**config.mk**
```make
export PLATFORM = sky130hd
export DESIGN_NAME = fgyrus_win_loader
export DESIGN_NICKNAME = d
export VERILOG_FILES = /design/src/rtl/fgyrus_win_loader.sv
export SDC_FILE = /design/constraint.sdc
export NUM_CORES = 2
export LEC_CHECK = 0
export CORE_AREA = 2 2 346 263
export DETAILED_ROUTE_END_ITERATION = 16
export DIE_AREA = 0 0 348 265
export PLACE_DENSITY = 0.56
export SLEW_MARGIN = 20
export SYNTH_ARGS = -nofsm -noshare
export SYNTH_HDL_FRONTEND = slang
export SYNTH_SLANG_ARGS = --single-unit
```
**constraint.sdc**
```tcl
create_clock -name clk -period 17.62 [get_ports clk]
set_input_delay 1.762 -clock clk [delete_from_list [all_inputs] [get_ports clk]]
set_output_delay 1.762 -clock clk [all_outputs]
set_load 0.02 [all_outputs]
```
**src/rtl/fgyrus_win_loader.sv**
```systemverilog
// Windowed PCM loader for the Fusiform Gyrus FFT engine: reads PCM samples and window
// coefficients, multiplies, saturates and writes the real part into the FFT cache.
module fgyrus_win_loader #(
    parameter int NUM_CH         = 2,
    parameter int NUM_SAMPLES    = 128,
    parameter int SAMPLE_W       = 32,
    parameter int WIN_W          = 16,
    parameter int PCM_MEM_ADDR_W = 8,
    parameter int CACHE_ADDR_W   = 8,
    parameter int MEM_RD_DEL     = 2,
    parameter int MAX_OUTST      = 4,
    parameter int BIT_REV_EN     = 1
) (
    input  logic                           clk,
    input  logic                           rst_n,
    input  logic                           start,
    input  logic [NUM_CH-1:0]              ch_mask,
    input  logic                           abort,
    output logic                           busy,
    output logic                           done,
    output logic                           sat_flag,
    output logic                           err_flag,
    input  logic                           pcm_rdy,
    output logic [PCM_MEM_ADDR_W-1:0]      pcm_addr,
    output logic                           pcm_rden,
    input  logic [SAMPLE_W-1:0]            pcm_rdata,
    input  logic                           pcm_rd_valid,
    output logic [$clog2(NUM_SAMPLES)-1:0] win_ram_addr,
    output logic                           win_ram_rden,
    input  logic [WIN_W-1:0]               win_ram_rdata,
    output logic [CACHE_ADDR_W-1:0]        cache_addr,
    output logic [SAMPLE_W-1:0]            cache_wdata,
    output logic                           cache_wren
);

    localparam int LOG_NS = $clog2(NUM_SAMPLES);
    localparam int CH_W   = (NUM_CH > 1) ? $clog2(NUM_CH) : 1;
    localparam int PTR_W  = (MAX_OUTST > 1) ? $clog2(MAX_OUTST) : 1;
    localparam int DEPTH  = 1 << PTR_W;
    localparam int CNT_W  = PTR_W + 1;
    localparam int PROD_W = SAMPLE_W + WIN_W + 1;

    localparam logic signed [PROD_W-1:0] SAT_MAX =
        {{(PROD_W-SAMPLE_W+1){1'b0}}, {(SAMPLE_W-1){1'b1}}};
    localparam logic signed [PROD_W-1:0] SAT_MIN =
        {{(PROD_W-SAMPLE_W+1){1'b1}}, {(SAMPLE_W-1){1'b0}}};

    typedef enum logic [1:0] {
        S_IDLE,
        S_ISSUE,
        S_DRAIN,
        S_DONE
    } state_t;

    function automatic logic [LOG_NS-1:0] bit_rev(input logic [LOG_NS-1:0] v);
        logic [LOG_NS-1:0] r;
        for (int i = 0; i < LOG_NS; i++) r[i] = v[LOG_NS-1-i];
        return r;
    endfunction

    state_t              state_q;
    logic [NUM_CH-1:0]   mask_q;
    logic [CH_W-1:0]     ch_q;
    logic [LOG_NS-1:0]   n_q;
    logic                discard_q;
    logic [CNT_W-1:0]    outst_q;
    logic [MEM_RD_DEL-1:0] win_pipe_q;

    logic [WIN_W-1:0]        win_mem [DEPTH];
    logic [PTR_W-1:0]        win_wr_ptr_q, win_rd_ptr_q;
    logic [CNT_W-1:0]        win_cnt_q;
    logic [CACHE_ADDR_W-1:0] tgt_mem [DEPTH];
    logic [PTR_W-1:0]        tgt_wr_ptr_q, tgt_rd_ptr_q;

    logic                       mul_valid_q;
    logic signed [PROD_W-1:0]   mul_prod_q;
    logic [CACHE_ADDR_W-1:0]    mul_addr_q;

    logic [CH_W-1:0]          first_ch, nxt_ch;
    logic                     nxt_found;
    logic                     start_acc, issue, ret, cut, drained;
    logic                     win_ret, win_empty, win_hit, win_pop, win_push;
    logic [WIN_W-1:0]         win_coef;
    logic [CACHE_ADDR_W-1:0]  tgt_addr;
    logic signed [PROD_W-1:0] mul_a, mul_b, shifted;
    logic [SAMPLE_W-1:0]      sat_data;
    logic                     sat_hit;

    // NOTE: every always_comb output gets a default first so no latch is inferred.
    always_comb begin
        first_ch  = '0;
        nxt_ch    = '0;
        nxt_found = 1'b0;
        for (int c = NUM_CH - 1; c >= 0; c--) begin
            if (ch_mask[c]) first_ch = CH_W'(c);
            if (mask_q[c] && (c > int'(ch_q))) begin
                nxt_found = 1'b1;
                nxt_ch    = CH_W'(c);
            end
        end
    end

    assign start_acc = (state_q == S_IDLE) && start;
    assign issue     = (state_q == S_ISSUE) && pcm_rdy && !abort
                       && (outst_q < CNT_W'(MAX_OUTST));
    // Returns with nothing outstanding (e.g. after a reset) are ignored entirely.
    assign ret       = pcm_rd_valid && (outst_q != '0);
    assign cut       = discard_q || abort;
    assign drained   = (outst_q == '0) && (win_pipe_q == '0);

    // A coefficient landing in the same cycle as its sample bypasses the FIFO.
    assign win_ret   = win_pipe_q[MEM_RD_DEL-1];
    assign win_empty = (win_cnt_q == '0);
    assign win_hit   = ret && (!win_empty || win_ret);
    assign win_pop   = ret && !win_empty;
    assign win_push  = win_ret && !(ret && win_empty) && (win_cnt_q != CNT_W'(DEPTH));
    assign win_coef  = win_empty ? win_ram_rdata : win_mem[win_rd_ptr_q];

    assign pcm_addr     = PCM_MEM_ADDR_W'({ch_q, n_q});
    assign pcm_rden     = issue;
    assign win_ram_addr = n_q;
    assign win_ram_rden = issue;
    assign tgt_addr     = CACHE_ADDR_W'({ch_q, (BIT_REV_EN != 0) ? bit_rev(n_q) : n_q});

    assign mul_a   = PROD_W'($signed(pcm_rdata));
    assign mul_b   = PROD_W'($signed({1'b0, win_coef}));
    assign shifted = mul_prod_q >>> (WIN_W - 1);

    always_comb begin
        sat_hit  = 1'b0;
        sat_data = shifted[SAMPLE_W-1:0];
        if (shifted > SAT_MAX) begin
            sat_hit  = 1'b1;
            sat_data = SAT_MAX[SAMPLE_W-1:0];
        end else if (shifted < SAT_MIN) begin
            sat_hit  = 1'b1;
            sat_data = SAT_MIN[SAMPLE_W-1:0];
        end
    end

    // NOTE: sequential state uses non-blocking assignments only.
    always_ff @(posedge clk or negedge rst_n) begin
        if (!rst_n) begin
            state_q   <= S_IDLE;
            mask_q    <= '0;
            ch_q      <= '0;
            n_q       <= '0;
            discard_q <= 1'b0;
            busy      <= 1'b0;
            done      <= 1'b0;
        end else begin
            done <= 1'b0;
            case (state_q)
                S_IDLE: begin
                    if (start) begin
                        busy      <= 1'b1;
                        mask_q    <= ch_mask;
                        ch_q      <= first_ch;
                        n_q       <= '0;
                        discard_q <= 1'b0;
                        if (ch_mask == '0) begin
                            state_q <= S_DONE;
                            done    <= 1'b1;
                        end else begin
                            state_q <= S_ISSUE;
                        end
                    end
                end
                S_ISSUE: begin
                    if (abort) begin
                        discard_q <= 1'b1;
                        state_q   <= S_DRAIN;
                    end else if (issue) begin
                        n_q <= n_q + 1'b1;
                        if (n_q == '1) begin
                            if (nxt_found) ch_q <= nxt_ch;
                            else           state_q <= S_DRAIN;
                        end
                    end
                end
                S_DRAIN: begin
                    if (abort) discard_q <= 1'b1;
                    if (drained) begin
                        if (cut) begin
                            state_q   <= S_IDLE;
                            busy      <= 1'b0;
                            discard_q <= 1'b0;
                        end else begin
                            state_q <= S_DONE;
                            done    <= 1'b1;
                        end
                    end
                end
                S_DONE: begin
                    state_q <= S_IDLE;
                    busy    <= 1'b0;
                end
                default: state_q <= S_IDLE;
            endcase
        end
    end

    always_ff @(posedge clk or negedge rst_n) begin
        if (!rst_n) begin
            outst_q      <= '0;
            win_pipe_q   <= '0;
            win_wr_ptr_q <= '0;
            win_rd_ptr_q <= '0;
            win_cnt_q    <= '0;
            tgt_wr_ptr_q <= '0;
            tgt_rd_ptr_q <= '0;
        end else begin
            win_pipe_q <= (win_pipe_q << 1) | MEM_RD_DEL'(issue);
            case ({issue, ret})
                2'b10:   outst_q <= outst_q + 1'b1;
                2'b01:   outst_q <= outst_q - 1'b1;
                default: outst_q <= outst_q;
            endcase
            if (issue) tgt_wr_ptr_q <= tgt_wr_ptr_q + 1'b1;
            if (ret)   tgt_rd_ptr_q <= tgt_rd_ptr_q + 1'b1;
            if (start_acc) begin
                win_wr_ptr_q <= '0;
                win_rd_ptr_q <= '0;
                win_cnt_q    <= '0;
            end else begin
                if (win_push) win_wr_ptr_q <= win_wr_ptr_q + 1'b1;
                if (win_pop)  win_rd_ptr_q <= win_rd_ptr_q + 1'b1;
                case ({win_push, win_pop})
                    2'b10:   win_cnt_q <= win_cnt_q + 1'b1;
                    2'b01:   win_cnt_q <= win_cnt_q - 1'b1;
                    default: win_cnt_q <= win_cnt_q;
                endcase
            end
        end
    end

    // NOTE: FIFO storage has no reset; the pointers and counts alone define validity.
    always_ff @(posedge clk) begin
        if (win_push) win_mem[win_wr_ptr_q] <= win_ram_rdata;
        if (issue)    tgt_mem[tgt_wr_ptr_q] <= tgt_addr;
    end

    always_ff @(posedge clk or negedge rst_n) begin
        if (!rst_n) begin
            mul_valid_q <= 1'b0;
            mul_prod_q  <= '0;
            mul_addr_q  <= '0;
            cache_wren  <= 1'b0;
            cache_addr  <= '0;
            cache_wdata <= '0;
            sat_flag    <= 1'b0;
            err_flag    <= 1'b0;
        end else begin
            mul_valid_q <= win_hit && !cut;
            if (win_hit) begin
                mul_prod_q <= mul_a * mul_b;
                mul_addr_q <= tgt_mem[tgt_rd_ptr_q];
            end
            cache_wren <= mul_valid_q && !cut;
            if (mul_valid_q) begin
                cache_addr  <= mul_addr_q;
                cache_wdata <= sat_data;
            end
            if (start_acc) begin
                sat_flag <= 1'b0;
                err_flag <= 1'b0;
            end else begin
                if (mul_valid_q && !cut && sat_hit) sat_flag <= 1'b1;
                if (ret && !win_hit)                err_flag <= 1'b1;
            end
        end
    end

endmodule

```
## Word level (Yosys, flattened, before mapping)

Memories as Yosys holds them, arrays and structs flattened. A register that Yosys moved wholly into a read port is not among the register bits.
Index checks and enable logic that the tools add are counted.

| cells by class | value |
|---|---|
| mux-type cells | 56 |
| reduce and logical (&&, ||, !) cells | 45 |
| $mul | 1 |
| magnitude comparators | 4 |
| bitwise operators | 1 |
| add/sub/neg operators | 9 |
| eq/ne operators | 19 |

Operators by type and width:

| operator | count |
|---|---|
| $mux W32 | 2 |
| $mul A32 B17 Y49 | 1 |
| $gt A34 B32 Y1 const B | 1 |
| $lt A34 B32 Y1 const B | 1 |
| $mux W1 | 29 |
| $mux W2 | 12 |
| $mux W7 | 3 |
| $logic_and A1 B1 Y1 | 16 |
| $mux W16 | 1 |
| $pmux W7 S2 | 1 |
| $ne A2 B2 Y1 const B | 6 |
| $pmux W3 S2 | 2 |
| $reduce_bool A2 Y1 | 6 |
| $reduce_bool A3 Y1 | 4 |
| $ne A3 B3 Y1 const B | 3 |
| $add A2 B1 Y2 const B | 4 |
| $eq A2 B2 Y1 const B | 4 |
| $pmux W2 S4 | 1 |
| $reduce_and A4 Y1 | 2 |
| $add A7 B1 Y7 const B | 1 |
| $eq A7 B7 Y1 const B | 1 |
| $add A3 B1 Y3 const B | 2 |
| $eq A2 B1 Y1 const B | 3 |
| $logic_not A1 Y1 | 6 |
| other kinds (15) | 23 |

| storage, ports and cells | value |
|---|---|
| memory bits (writable) | 96 |
| bits in registers | 124 |
| input port bits | 56 |
| logic and storage cells | 158 |
| memories kept | 2 |

Memory list:

| memory | words | bits a word | read ports | clocked after memory_dff | wr ports | line | text |
|---|---|---|---|---|---|---|---|
| win_mem | 4 | 16 | 1 | 0 | 1 | 69 | `logic [WIN_W-1:0] win_mem [DEPTH];` |
| tgt_mem | 4 | 8 | 1 | 1 | 1 | 72 | `logic [CACHE_ADDR_W-1:0] tgt_mem [DEPTH];` |

## Longest topological paths before layout

| depth | value |
|---|---|
| word-level depth | 9 |
| gate-level depth with buffers | 29 |

## Worst setup path before layout

Ideal clock, no wire load.

| path | value |
|---|---|
| path kind | input-to-reg |
| from | in win_ram_rdata[5] |
| to | reg mul_prod_q[47] |
| path buffers | 2 |
| stages | 24 |
| arrival time | 7.529 ns |
| slack | 9.967 ns |
| setup time | 0.124 ns |
| path through | mux2i_1 > clkbuf_1 > nor2b_1 > fa_1 > inv_1 > fa_1 > fa_1 > inv_1 > fa_1 > fa_1 > inv_1 > fa_1 > inv_1 > ha_1 > clkbuf_2 > a21oi_1 > o21ai_0 > a21oi_1 > o21bai_1 > a41oi_2 > o211a_1 > o41ai_2 > nor4b_1 > a211o_1 |

| on the way | value |
|---|---|
| cells in the longest elaborated chain, start to end | 2 |

RTL lines:

| item | line | text |
|---|---|---|
| start, declared | 30 | `input logic [WIN_W-1:0] win_ram_rdata,` |
| $mux W16 | 117 | `assign win_coef = win_empty ? win_ram_rdata : win_mem[win_rd_ptr_q];` |
| $mul A32 B17 Y49 | 256 | `mul_prod_q <= mul_a * mul_b;` |
| end signal, assigned | 256 |  |
| end, declared | 76 | `logic signed [PROD_W-1:0] mul_prod_q;` |

Every way passes these cells.
A chain may end at the register's enable or synchronous reset.

## Final worst setup path

| path | value |
|---|---|
| from | in win_ram_rdata[4] |
| to | reg mul_prod_q[32] |

Same word-level chain as after synthesis.

==> impl_metrics.yaml <==
cells_and_area:
  drive_gt1_share_pct: 4.862
  final.fill_count: 9066
  multi_input_area_um2: 17930
  layout.nets: 3375
  regArea_um2: 5786
  final_util_pct: 33.17
  area_delta_synth_final_pct: 11.27
  fin_cells: 3880
routing:
  vias_per_cell: 4.579
  postRouteAntennaNets: 0
  wl_met1_um: 31330
  dr_wl_met2_um: 31420
  wl_per_cell_um: 17.62
  drt-initial-drc-count: 1137
  wl_met3_um: 4750
  drt-pass1-iter-count: 7
  top_layer_used: "met4"
  routed_wl_um: 68350
  drc: 0
  vias: 17770
yosys:
  yosysSeqAreaShare_pct: 21.86
  ys_types: 68
  yosys.area.top_type: "fa_1"
  yosys.area.top_type_share_pct: 36.99
  synth_edf_count: 96
  synthArstFlopShare_pct: 54.72
  ys.flop_type: "dfrtp_1"
  ys_warn_count: 0
  synthCells: 2669
  synth_common_cells: "inv_1 (611), fa_1 (489), nand2_1 (365)"
  synth_area_um2: 26470
  avgSynthCellArea_um2: 9.916
  ys_top_cells_by_area: "fa_1 (37%), dfrtp_1 (11%), edfxtp_1 (11%), inv_1 (8.7%), ha_1 (6.1%)"
  ys_ff_latch: 212
  syn_nets: 3343
  synth.most_common_cell: "inv_1"
setup_path:
  cp_slowest_cell: "mux2_2"
  critPathLaunchType: "input port"
  path_cells: "clkdlybuf4s50_1 -> mux2_2 -> and2_1 -> fa_1 -> inv_1 -> fa_1 -> fa_1 -> fa_1 -> inv_1 -> fa_1 -> fa_1 -> ha_1 -> nand3_1 -> nor4b_2 -> a32oi_1 -> o31a_1 -> o41ai_1 -> a21oi_1 -> xor2_1 -> o21ai_1"
  crit_family: "adder cells"
  cp_data_arrival_time_ns: 9.18
  reg2reg_slack_ns: 9.29
  cp_num_buf_inv: 3
  cp_max_fo: 32
  cp_common_cell: "fa_1"
  critPathKind: "in -> reg"
  end_kind: "flop"
  cp.required_ns: 18.00
  critPathMaxStageDelay_ns: 0.84
die:
  core-area_um2: 88790
  fp.dieH_um: 265
  ios: 118
  rows: 95
  die_area_um2: 92220
  die-width_um: 348
  initial_utilization_pct: 29.81
cts:
  root_buffer: "clkbuf_16"
  cts_tree: "done"
  cts_hold_buffers: 0
  clk_path_buf_depth: 3
  cts_num_sinks: 212
  post-cts-setup-buffers: 0
  cts_resized: 0
  htree_levels: 1
  path_clk_slew_ns: 0.07
  numCtsBuffers: 20
  clock_latency_ns: 0.52
grt:
  antenna_found_initial: 0
  grt_pass1_vias: 18750
  grt_usage_pct: 15.28
  grt_max_degree: 75
  overflow: 0
  grt_first_pass_wirelength_um: 109900
placed_design:
  placed_cells: 3843
  port_buffers: 117
  dpl.hpwl_um: 52740
  place.gp.congestion: 0.8689
job:
  max_cap_violations: 0
timing:
  tightest_slew_ns: 1.021
  final_max_slew_viol_count: 0
  fin_crit_sh_pct: 49.91
  rsz0062_at_grt: "no"
  min_period_ns: 8.794
  clock_skew_ns: 0.01374
  max_freq_mhz: 113.7
  finalHoldViolCount: 0
  slew_headroom_pct: 31.94
  setup_viol: 0
  fin_tns_setup_ns: 0
run_status:
  status: "complete, no violations"
hold_path:
  holdCritPathClass: "reg -> reg"
cell type report:
type / instances / area share [%]
antenna: 1 / 0.008498
clock buffer: 25 / 1.869
clock inverter: 11 / 0.3357
inverter: 611 / 7.788
multi-input combinational: 1718 / 60.90
sequential: 212 / 19.65
tap: 1164 / 4.946
timing repair buffer: 138 / 4.504
cells in the final DEF (no fill, tap or decap), types with 4 or more instances in the layout:
cell type | Yosys | layout
nor2_1 | 75 | 74
o21ai_1 | 6 | 6
edfxtp_1 | 96 | 96
xor2_1 | 16 | 16
xnor2_1 | 36 | 36
nand2b_1 | 12 | 12
dfrtp_1 | 116 | 116
a21o_1 | 17 | 16
a21oi_1 | 60 | 60
clkbuf_16 | 0 | 21
a31oi_1 | 9 | 9
nand4_1 | 6 | 6
fa_1 | 489 | 489
o22ai_1 | 31 | 31
clkdlybuf4s50_1 | 0 | 116
mux2_2 | 28 | 28
and2_1 | 83 | 83
clkinv_2 | 0 | 4
ha_1 | 129 | 129
and3_1 | 5 | 5
o21bai_1 | 5 | 5
o21ai_0 | 67 | 67
buf_4 | 9 | 22
inv_1 | 611 | 611
a22o_1 | 4 | 4
nor2b_1 | 164 | 164
nand2_1 | 365 | 365
nor3_1 | 13 | 12
nand3_1 | 14 | 14
mux2i_4 | 0 | 5
mux4_2 | 24 | 24
or3_1 | 4 | 4
layer usage:
layer / up-vias / GRT usage [%]
met4: 0 / 1.966
met1: 9196 / 21.71
met5: - / 0
met2: 416 / 24.20
li1: 8103 / -
met3: 52 / 3.719
worst paths after layout:
path	start	end	cells past startpoint
min in group asynchronous	rst_n	cache_wdata[22]	1
setup reg to reg	win_rd_ptr_q[1]	mul_prod_q[32]	20
hold reg to reg	win_pipe_q[0]	win_pipe_q[1]	0
max in group asynchronous	rst_n	win_ram_addr[4]	2
hold / removal	win_pipe_q[0]	win_pipe_q[1]	0
setup / recovery	win_ram_rdata[4]	mul_prod_q[32]	20
registers in the layout, summed over array words and instances, names as in the netlist, 2 cells and up:
| signal | flops |
|---|---|
| win_mem | 64 |
| mul_prod_q | 34 |
| cache_wdata | 32 |
| tgt_mem | 32 |
| cache_addr | 8 |
| mul_addr_q | 8 |
| win_ram_addr | 7 |
| outst_q | 3 |
| win_cnt_q | 3 |
| state_q | 2 |
| tgt_rd_ptr_q | 2 |
| tgt_wr_ptr_q | 2 |
| win_pipe_q | 2 |
| win_rd_ptr_q | 2 |
| win_wr_ptr_q | 2 |
per-stage QoR:
stage	hold WS [ns]	instance area, µm²	setup WS [ns]
final	0.3747	29450	8.826
after global routing	0.3890	29450	8.520
after CTS	0.3723	29450	8.890
after detailed placement	0.3554	28800	8.328
after global placement	0.3536	28800	8.422
after floorplan	0.3480	26470	9.967
kinds of logic after synthesis:
| logic type | count (synthesis) | synth area share, % |
|---|---|---|
| compound gates | 230 | 5.357 |
| xor+xnor | 52 | 1.721 |
| fa+ha+maj | 618 | 43.09 |
| buf+inv | 739 | 10.64 |
| flops | 212 | 21.86 |
| mux | 60 | 3.536 |
| simple gates | 758 | 13.80 |
Power is left out: the tool's default activity adds up to more than one toggle a clock period on the data nets, which glitch-free logic cannot reach.
